==> config.mk <==
export PLATFORM = sky130hd
export DESIGN_NAME = fifo_test_sequencer
export DESIGN_NICKNAME = d
export VERILOG_FILES = /design/src/rtl/fifo_test_sequencer.sv
export SDC_FILE = /design/constraint.sdc
export NUM_CORES = 1
export LEC_CHECK = 0
export BUFFER_PORTS_ARGS = -buffer_cell sky130_fd_sc_hd__buf_4
export CORE_MARGIN = 2
export CORE_UTILIZATION = 51
export DETAILED_ROUTE_END_ITERATION = 10
export PLACE_DENSITY = 0.68
export SYNTH_ARGS = -nofsm -noshare
export SYNTH_HDL_FRONTEND = slang
export SYNTH_SLANG_ARGS = --single-unit
export TNS_END_PERCENT = 100
==> constraint.sdc <==
create_clock -name led_clk -period 4.9 [get_ports led_clk]
set_input_delay 0.245 -clock led_clk [delete_from_list [all_inputs] [get_ports led_clk]]
set_output_delay 0.245 -clock led_clk [all_outputs]
set_load 0.01 [all_outputs]
==> src/rtl/fifo_test_sequencer.sv <==
// fifo_test_sequencer
// Drives the asymmetric-FIFO demo through a fixed bring-up sequence on led_clk:
// wait for PLL lock and FIFO reset release, fill to full, drain to empty, then
// stream with both paths open. It reaches a sticky PASS or FAIL verdict and
// drives the status LED.
//
// Ports
//   led_clk       in   sequencer clock
//   sys_rst       in   asynchronous reset, active-high
//   start         in   level, launches the sequence from IDLE (led_clk domain)
//   clear         in   level, returns PASS/FAIL to IDLE (led_clk domain)
//   pll_lock      in   async, PLL locked
//   rst_busy      in   async, OR of the FIFO reset-busy flags
//   fifo_full     in   async, FIFO full flag
//   fifo_empty    in   async, FIFO empty flag
//   rdata_error   in   async, sticky read-data compare error
//   wr_gate_o     out  write enable gate
//   rd_gate_o     out  read enable gate
//   state_o       out  current state code
//   pass_o        out  sticky pass
//   fail_o        out  sticky fail
//   led_status_o  out  status LED
//
// state    | code | meaning
// IDLE     | 0    | waiting for start
// WAIT_RDY | 1    | waiting for PLL lock and FIFO reset release
// FILL     | 2    | writes open until the FIFO reports full
// DRAIN    | 3    | reads open until the FIFO reports empty
// STREAM   | 4    | writes and reads open for STREAM_CYCLES cycles
// PASS     | 5    | sequence completed without error (sticky)
// FAIL     | 6    | error, lock loss or phase timeout (sticky)

module fifo_test_sequencer #(
  parameter int SYNC_STAGE    = 2,
  parameter int TIMEOUT_W     = 20,
  parameter int STREAM_CYCLES = 1024,
  parameter int BLINK_W       = 20
) (
  input  logic       led_clk,
  input  logic       sys_rst,
  input  logic       start,
  input  logic       clear,
  input  logic       pll_lock,
  input  logic       rst_busy,
  input  logic       fifo_full,
  input  logic       fifo_empty,
  input  logic       rdata_error,
  output logic       wr_gate_o,
  output logic       rd_gate_o,
  output logic [2:0] state_o,
  output logic       pass_o,
  output logic       fail_o,
  output logic       led_status_o
);

  typedef enum logic [2:0] {
    S_IDLE     = 3'd0,
    S_WAIT_RDY = 3'd1,
    S_FILL     = 3'd2,
    S_DRAIN    = 3'd3,
    S_STREAM   = 3'd4,
    S_PASS     = 3'd5,
    S_FAIL     = 3'd6
  } state_t;

  // A single flop stage is never a safe synchronizer, so clamp to two.
  localparam int SS    = (SYNC_STAGE < 2) ? 2 : SYNC_STAGE;
  localparam int STR_W = (STREAM_CYCLES > 1) ? $clog2(STREAM_CYCLES) : 1;

  state_t               state_q, state_d;
  logic [4:0]           sync_q [SS];
  logic                 lock_s, busy_s, full_s, empty_s, err_s;
  logic [TIMEOUT_W-1:0] tmo_q;
  logic                 timeout;
  logic [STR_W-1:0]     str_q;
  logic                 stream_done;
  logic [BLINK_W-1:0]   blink_q, blink_d;
  logic                 led_d;

  // Bit order in every chain stage: {lock, busy, full, empty, err}.
  always_ff @(posedge led_clk or posedge sys_rst) begin
    if (sys_rst) begin
      for (int i = 0; i < SS; i++) sync_q[i] <= '0;
    end else begin
      sync_q[0] <= {pll_lock, rst_busy, fifo_full, fifo_empty, rdata_error};
      for (int i = 1; i < SS; i++) sync_q[i] <= sync_q[i-1];
    end
  end

  assign lock_s  = sync_q[SS-1][4];
  assign busy_s  = sync_q[SS-1][3];
  assign full_s  = sync_q[SS-1][2];
  assign empty_s = sync_q[SS-1][1];
  assign err_s   = sync_q[SS-1][0];

  assign timeout     = &tmo_q;
  assign stream_done = (str_q == STR_W'(STREAM_CYCLES - 1));

  always_comb begin
    state_d = state_q;
    case (state_q)
      S_IDLE:     if (start) state_d = S_WAIT_RDY;
      S_WAIT_RDY: if (lock_s && !busy_s) state_d = S_FILL;
                  else if (timeout)      state_d = S_FAIL;
      // full wins over a simultaneous empty; a stray empty here is ignored.
      S_FILL:     if (full_s)            state_d = S_DRAIN;
                  else if (timeout)      state_d = S_FAIL;
      S_DRAIN:    if (empty_s)           state_d = S_STREAM;
                  else if (timeout)      state_d = S_FAIL;
      S_STREAM:   if (stream_done)       state_d = S_PASS;
      S_PASS,
      S_FAIL:     if (clear)             state_d = S_IDLE;
      default:                           state_d = S_FAIL;
    endcase
    // Error and lock loss override every phase transition, including PASS.
    if (err_s && (state_q inside {S_WAIT_RDY, S_FILL, S_DRAIN, S_STREAM}))
      state_d = S_FAIL;
    else if (!lock_s && (state_q inside {S_FILL, S_DRAIN, S_STREAM}))
      state_d = S_FAIL;
  end

  assign blink_d = blink_q + BLINK_W'(1);

  always_comb begin
    led_d = 1'b0;
    case (state_d)
      S_WAIT_RDY, S_FILL, S_DRAIN, S_STREAM: led_d = blink_d[BLINK_W-1];
      S_PASS:                                led_d = 1'b1;
      S_FAIL:                                led_d = blink_d[BLINK_W-3];
      default:                               led_d = 1'b0;
    endcase
  end

  always_ff @(posedge led_clk or posedge sys_rst) begin
    if (sys_rst) begin
      state_q      <= S_IDLE;
      tmo_q        <= '0;
      str_q        <= '0;
      blink_q      <= '0;
      wr_gate_o    <= 1'b0;
      rd_gate_o    <= 1'b0;
      pass_o       <= 1'b0;
      fail_o       <= 1'b0;
      led_status_o <= 1'b0;
    end else begin
      state_q <= state_d;
      blink_q <= blink_d;

      if (state_d != state_q)
        tmo_q <= '0;
      else if ((state_q inside {S_WAIT_RDY, S_FILL, S_DRAIN}) && !timeout)
        tmo_q <= tmo_q + TIMEOUT_W'(1);

      if (state_d == S_STREAM && state_q != S_STREAM)
        str_q <= '0;
      else if (state_q == S_STREAM)
        str_q <= str_q + STR_W'(1);

      // Decoded from the next state so outputs move on the same edge as state_o.
      wr_gate_o    <= (state_d == S_FILL)  || (state_d == S_STREAM);
      rd_gate_o    <= (state_d == S_DRAIN) || (state_d == S_STREAM);
      pass_o       <= (state_d == S_PASS);
      fail_o       <= (state_d == S_FAIL);
      led_status_o <= led_d;
    end
  end

  assign state_o = state_q;

endmodule
# Word-level counts from Yosys, hierarchy flattened
# Index checks and enable logic that the tools add are counted.
# Widths: inputs -> output; s select.
[classes]
n_addsub = 3
mul = 0
div_mod_pow = 0
magnitude_cmp = 0
n_eq_ne = 15
n_shift = 0
muxes = 15
bitwise_logic = 0
reduce_logical = 19
[op_table]
columns = ["operator", "count"]
rows = [
  ["$add 20x1->20 const B", 2],
  ["$mux 20", 2],
  ["$mux 3", 9],
  ["$mux 10", 2],
  ["$reduce_and 20->1", 1],
  ["$eq 3x3->1 const B", 6],
  ["$pmux 3 s6", 1],
  ["$eq 3x2->1 const B", 4],
  ["$add 10x1->10 const B", 1],
  ["$eq 10x10->1 const B", 1],
  ["$eq 3x1->1 const B", 2],
  ["$reduce_bool 3->1", 2],
  ["$logic_and 1x1->1", 5],
  ["$reduce_bool 2->1", 2],
  ["$reduce_bool 4->1", 1],
  ["$reduce_or 4->1", 1],
  ["$logic_not 1->1", 3],
  ["$logic_not 3->1", 1],
  ["$ne 3x3->1", 1],
  ["$ne 3x3->1 const B", 1],
  ["$pmux 1 s3", 1],
  ["$logic_or 1x1->1", 2],
  ["$reduce_or 2->1", 1],
]
[totals]
ff_bits = 68
latchBits = 0
ramBits = 0
mem_bits_ro = 0
inputBits = 9
output_inout_bits = 8
wordCells = 63
mem_count = 0

# Logic depth before layout (Yosys ltp)
[depth]
ltp_word = 9
depth_mapped = 9
ltp_nobuf = 7

# Worst setup path after synthesis
# No wires, ideal clock.
[synth_path]
path_type = "register to register"
start = "reg state_q[2], in the netlist state_o[2]"
end = "reg led_status_o"
setup_ps = 123
arrival_time_ps = 1965
required_time_ps = 4777
path_slack_ps = 2812
path_stages_with_launch = 9
path_buffers = 2
period_less_slack_ps = 2088
path_cell_list = "dfrtp_1 > buf_2 > buf_2 > nand3b_1 > a21oi_1 > a311oi_1 > a21oi_2 > or3_1 > o221a_1"
[synth_via]
elab_chain_len = 8
elab_cells_between_ends = 30
classes_between = "12 x eq/ne; 11 x mux; 7 x reduce/logical"
[synth_rtl]
columns = ["item", "line", "rtl"]
rows = [
  ["start: declaration", "70", "state_t state_q, state_d;"],
  ["start signal: assignment", "146", "state_q <= state_d;"],
  ["$eq 3x3->1, or another cell as far along", "101", "case (state_q)"],
  ["$reduce_or 2->1 / $reduce_bool 3->1 (equally long branches)", "101, 118", ""],
  ["$pmux 3 s6 / $logic_and 1x1->1 (equally long branches)", "101, 118", ""],
  ["$mux 3", "118", "else if (!lock_s && (state_q inside {S_FILL, S_DRAIN, S_STREAM}))"],
  ["$mux 3 (*)", "116", "if (err_s && (state_q inside {S_WAIT_RDY, S_FILL, S_DRAIN, S_STREAM}))"],
  ["named net state_d[0]", "70", ""],
  ["$eq 3x3->1, or another cell as far along", "126", "case (state_d)"],
  ["$reduce_or 4->1", "126", ""],
  ["$pmux 1 s3 (*)", "126", ""],
  ["named net led_d", "78", "logic led_d;"],
  ["end signal: assignment", "164", "led_status_o <= led_d;"],
  ["end: declaration", "53", "output logic led_status_o"],
]
# Mark *: on every way through the listed nets, which the timed path passes. The rest lies on a longest branch.
# A chain may end at the register's enable or synchronous reset.

# Worst setup path after layout
[layout_path]
start = "reg state_q[1], in the netlist state_o[1]"
end = "reg tmo_q[7]"
[layout_via]
elab_chain_len = 7
elab_cells_between_ends = 27
classes_between = "7 x eq/ne; 11 x mux; 9 x reduce/logical"
[layout_rtl]
columns = ["item", "line", "rtl"]
rows = [
  ["$eq 3x3->1, or another cell as far along", "101", ""],
  ["$reduce_or 2->1, or another cell as far along", "101", ""],
  ["$pmux 3 s6 / $logic_and 1x1->1 (equally long branches)", "101, 118", ""],
  ["$mux 3", "118", ""],
  ["$mux 3", "116", ""],
  ["$ne 3x3->1", "149", "if (state_d != state_q)"],
  ["$mux 20 / $reduce_bool 2->1 (equally long branches)", "-", ""],
  ["end signal: assignment", "152", "tmo_q <= tmo_q + TIMEOUT_W'(1);"],
  ["end: declaration", "73", "logic [TIMEOUT_W-1:0] tmo_q;"],
]
# Several ways; a longest one is shown, not always the timed one.

==> reports/qor.csv <==
stage,metric,value,unit
cts,clkTransAtPathRegs,80,ps
route,initialDrtViolationCount,223,
worst_setup_path,required,5140,ps
cts,clock-sinks,68,
route,ant_nets,0,
placement,gp_congestion,0.888,
cells_and_area,area_growth,13.2,%
timing,slew_violations,0,
cells_and_area,layout-drive-gt1-share,13.6,%
floorplanning,die-area,0.00723,mm²
logic_synthesis,ys_async_sr_fraction,100,%
logic_synthesis,syn_area,0.00335,mm²
cells_and_area,final_nets,368,
route,wl,5.97,mm
logic_synthesis,synth_cells,333,
status,status,"finished, final reports clean",
logic_synthesis,synth_xor_area_share,10.5,%
power_and_ir_drop,powerDensity,471,mW/mm²
floorplanning,start_util,52.7,%
cts,tritoncts,built,
global_routing,globalRouteTotalUtil,18.4,%
cts,hold_buffers,4,
cells_and_area,diodes,0,
global_routing,overflow,0,
hold_path,min_path_type,primary input to asynchronous set/reset pin,
cts,clockBufferDepth,2,
global_routing,grt_first_pass_wirelength,10.6,mm
logic_synthesis,synthFlopType,dfrtp_1,
worst_setup_path,start_kind,register,
logic_synthesis,synthTopCellsByCount,"dfrtp_1, nor2_1, nand2_1",
cts,cts_buffers,9,
global_routing,antenna_found_initial,0,
logic_synthesis,ys_warn_count,0,
placement,dp_hpwl,4.03,mm
cts,post_cts_buffers,0,
logic_synthesis,yosysMostFrequentCell,dfrtp_1,
floorplanning,die_h,85.0,µm
route,vias_per_cell,5.42,
route,num_vias,2374,
logic_synthesis,yosysSeqAreaShare,50.8,%
floorplanning,rows,29,
cts,root_buffer,clkbuf_8,
floorplanning,num_io_pins,17,
power_and_ir_drop,leakage,0.00165,µW
logic_synthesis,ys_ff_latch,68,
timing,worst_pin_slew,865,ps
cells_and_area,final_cells,438,
power_and_ir_drop,vdd_drop_max,365,µV
logic_synthesis,synthSimpleGateAreaFrac,24.0,%
worst_setup_path,crit_type,register to register,
floorplanning,core,0.00635,mm²
logic_synthesis,synth_fp_nets,345,
timing,skew,8.72,ps
logic_synthesis,synth_mux_area_share,0.299,%
worst_setup_path,crit_path_end_kind,register,
route,drtPass1Iterations,4,
timing,final.min_clock_period,3120,ps
cts,cts_resized,0,
global_routing,first_global_vias,2275,
logic_synthesis,synth.distinct_cells,58,
cts,insertion_delay,340,ps
route,drc,0,
logic_synthesis,synth_top_area_share,50.8,%
route,routedWlPerCell,13.6,µm
timing,max_freq,0.320,GHz
timing,rsz0062_at_grt,no,
placement,dp_cells,417,
logic_synthesis,synth_area_leader_cell,dfrtp_1,
cts,cts_max_level,3,
logic_synthesis,synth_compound_area_share,10.8,%
logic_synthesis,synthTopCellsByArea,"dfrtp_1, xnor2_1, nor2_1",
floorplanning,die_x,85.0,µm
worst_setup_path,arrival,3360,ps
flow_run,drv_cap,0,
timing,tns,0,ps
timing,hold_violations,0,
timing,post-route-period-util,63.7,%
logic_synthesis,synth_top_family_by_area,simple AND/OR/NAND/NOR gates,
global_routing,grt_max_degree,69,
logic_synthesis,postSynthAreaPerCell,10.1,µm²
logic_synthesis,synth_fa_ha_area_share,1.12,%
timing,setup_viol,0,
worst_setup_path,worstPathMaxFanout,22,
placement,io_buffers,16,
cells_and_area,finish.utilization,59.7,%
logic_synthesis,synth_edf_count,0,
timing,max-slew-margin-rel,42.2,%
==> final timing paths <==
check                                      from                     to  slack (ps)  depth (start not counted)
max reg2reg                state_o[1]$_DFF_PP0_   tmo_q[7]$_DFFE_PP0P_        1780                          6
min                                     sys_rst  blink_q[12]$_DFF_PP0_         160                          3
max in group asynchronous               sys_rst  tmo_q[11]$_DFFE_PP0P_        4210                          3
min reg2reg                 sync_q[7]$_DFF_PP0_       full_s$_DFF_PP0_         350                          0
max                        state_o[1]$_DFF_PP0_   tmo_q[7]$_DFFE_PP0P_        1780                          6
min in group led_clk        sync_q[7]$_DFF_PP0_       full_s$_DFF_PP0_         350                          0
==> cells by family after synthesis <==
| kind of cell | Yosys count |
|---|---|
| fa+ha+maj | 3 |
| buf+inv | 17 |
| flops | 68 |
| simple gates | 154 |
| mux | 1 |
| compound gates | 50 |
| xor+xnor | 40 |
==> critical path: stages (launching register included) <==
cell	delay, ps
dfrtp_1	730
or3b_1	400
nor3_1	100
a311oi_1	560
o21ba_2	230
nand4_1	670
nor2_1	330
==> metrics by stage <==
step	power (µW)	instance area, µm²	hold slack (ps)	setup slack, ps
detailed placement	1280	3520	335	1810
CTS	1800	3780	3.43	1760
global placement	1270	3520	334	1920
finish	1780	3790	161	1780
global route	1910	3790	212	1500
floorplan	1160	3350	276	2810
==> flip-flops by register name (all words and copies together) (netlist names), 3 cells and up <==
register and flops:
sync_q 5, blink_q 20, str_q 10, state_o 3, tmo_q 20
==> report_power, final <==
part	leakage (µW)	internal [µW]	total (µW)	switching (µW)
combinational	0.000643	230	557	327
clock	0.000110	290	509	219
sequential	0.000896	622	719	97.3
==> layout make-up <==
type	instances	area, µm²
timing repair buffer	22	178
tap	77	96.3
fill	509	2560
sequential	68	1700
clock buffer	9	124
inverter	7	26.3
multi-input combinational	248	1560
clock inverter	7	98.8
==> routing by layer <==
| metal | up-vias | routed length (µm) | share of wire [%] | GRT usage [%] |
|---|---|---|---|---|
| li1 | 1203 | - | - | - |
| met1 | 1135 | 2900 | 49 | 26.0 |
| met2 | 32 | 2830 | 48 | 27.8 |
| met3 | 4 | 176 | 3.0 | 4.96 |
| met4 | 0 | 53 | 0.89 | 5.77 |
| met5 | - | 0 | 0 | 0 |
==> cells in the final DEF, fill, tap and decap left out, types with 2 or more instances in the layout <==
master	n
buf_4	17
dfrtp_1	68
nor2b_1	7
xnor2_1	22
nand2b_1	5
o21bai_1	6
bufinv_16	2
or2_2	2
a21o_1	2
a2111oi_0	2
o211ai_1	2
a21oi_1	4
or3_1	7
ha_1	3
o21ai_0	8
nor3b_2	2
nand3_1	24
nand4_1	8
nand2_1	26
o21ai_1	5
inv_1	6
o21a_1	3
and2_1	3
inv_6	2
nor3_1	4
nor3b_1	2
clkbuf_8	9
and3_1	10
dlygate4sd3_1	5
xor2_1	18
nor2_1	44
Power figures use the tool's default switching activity.
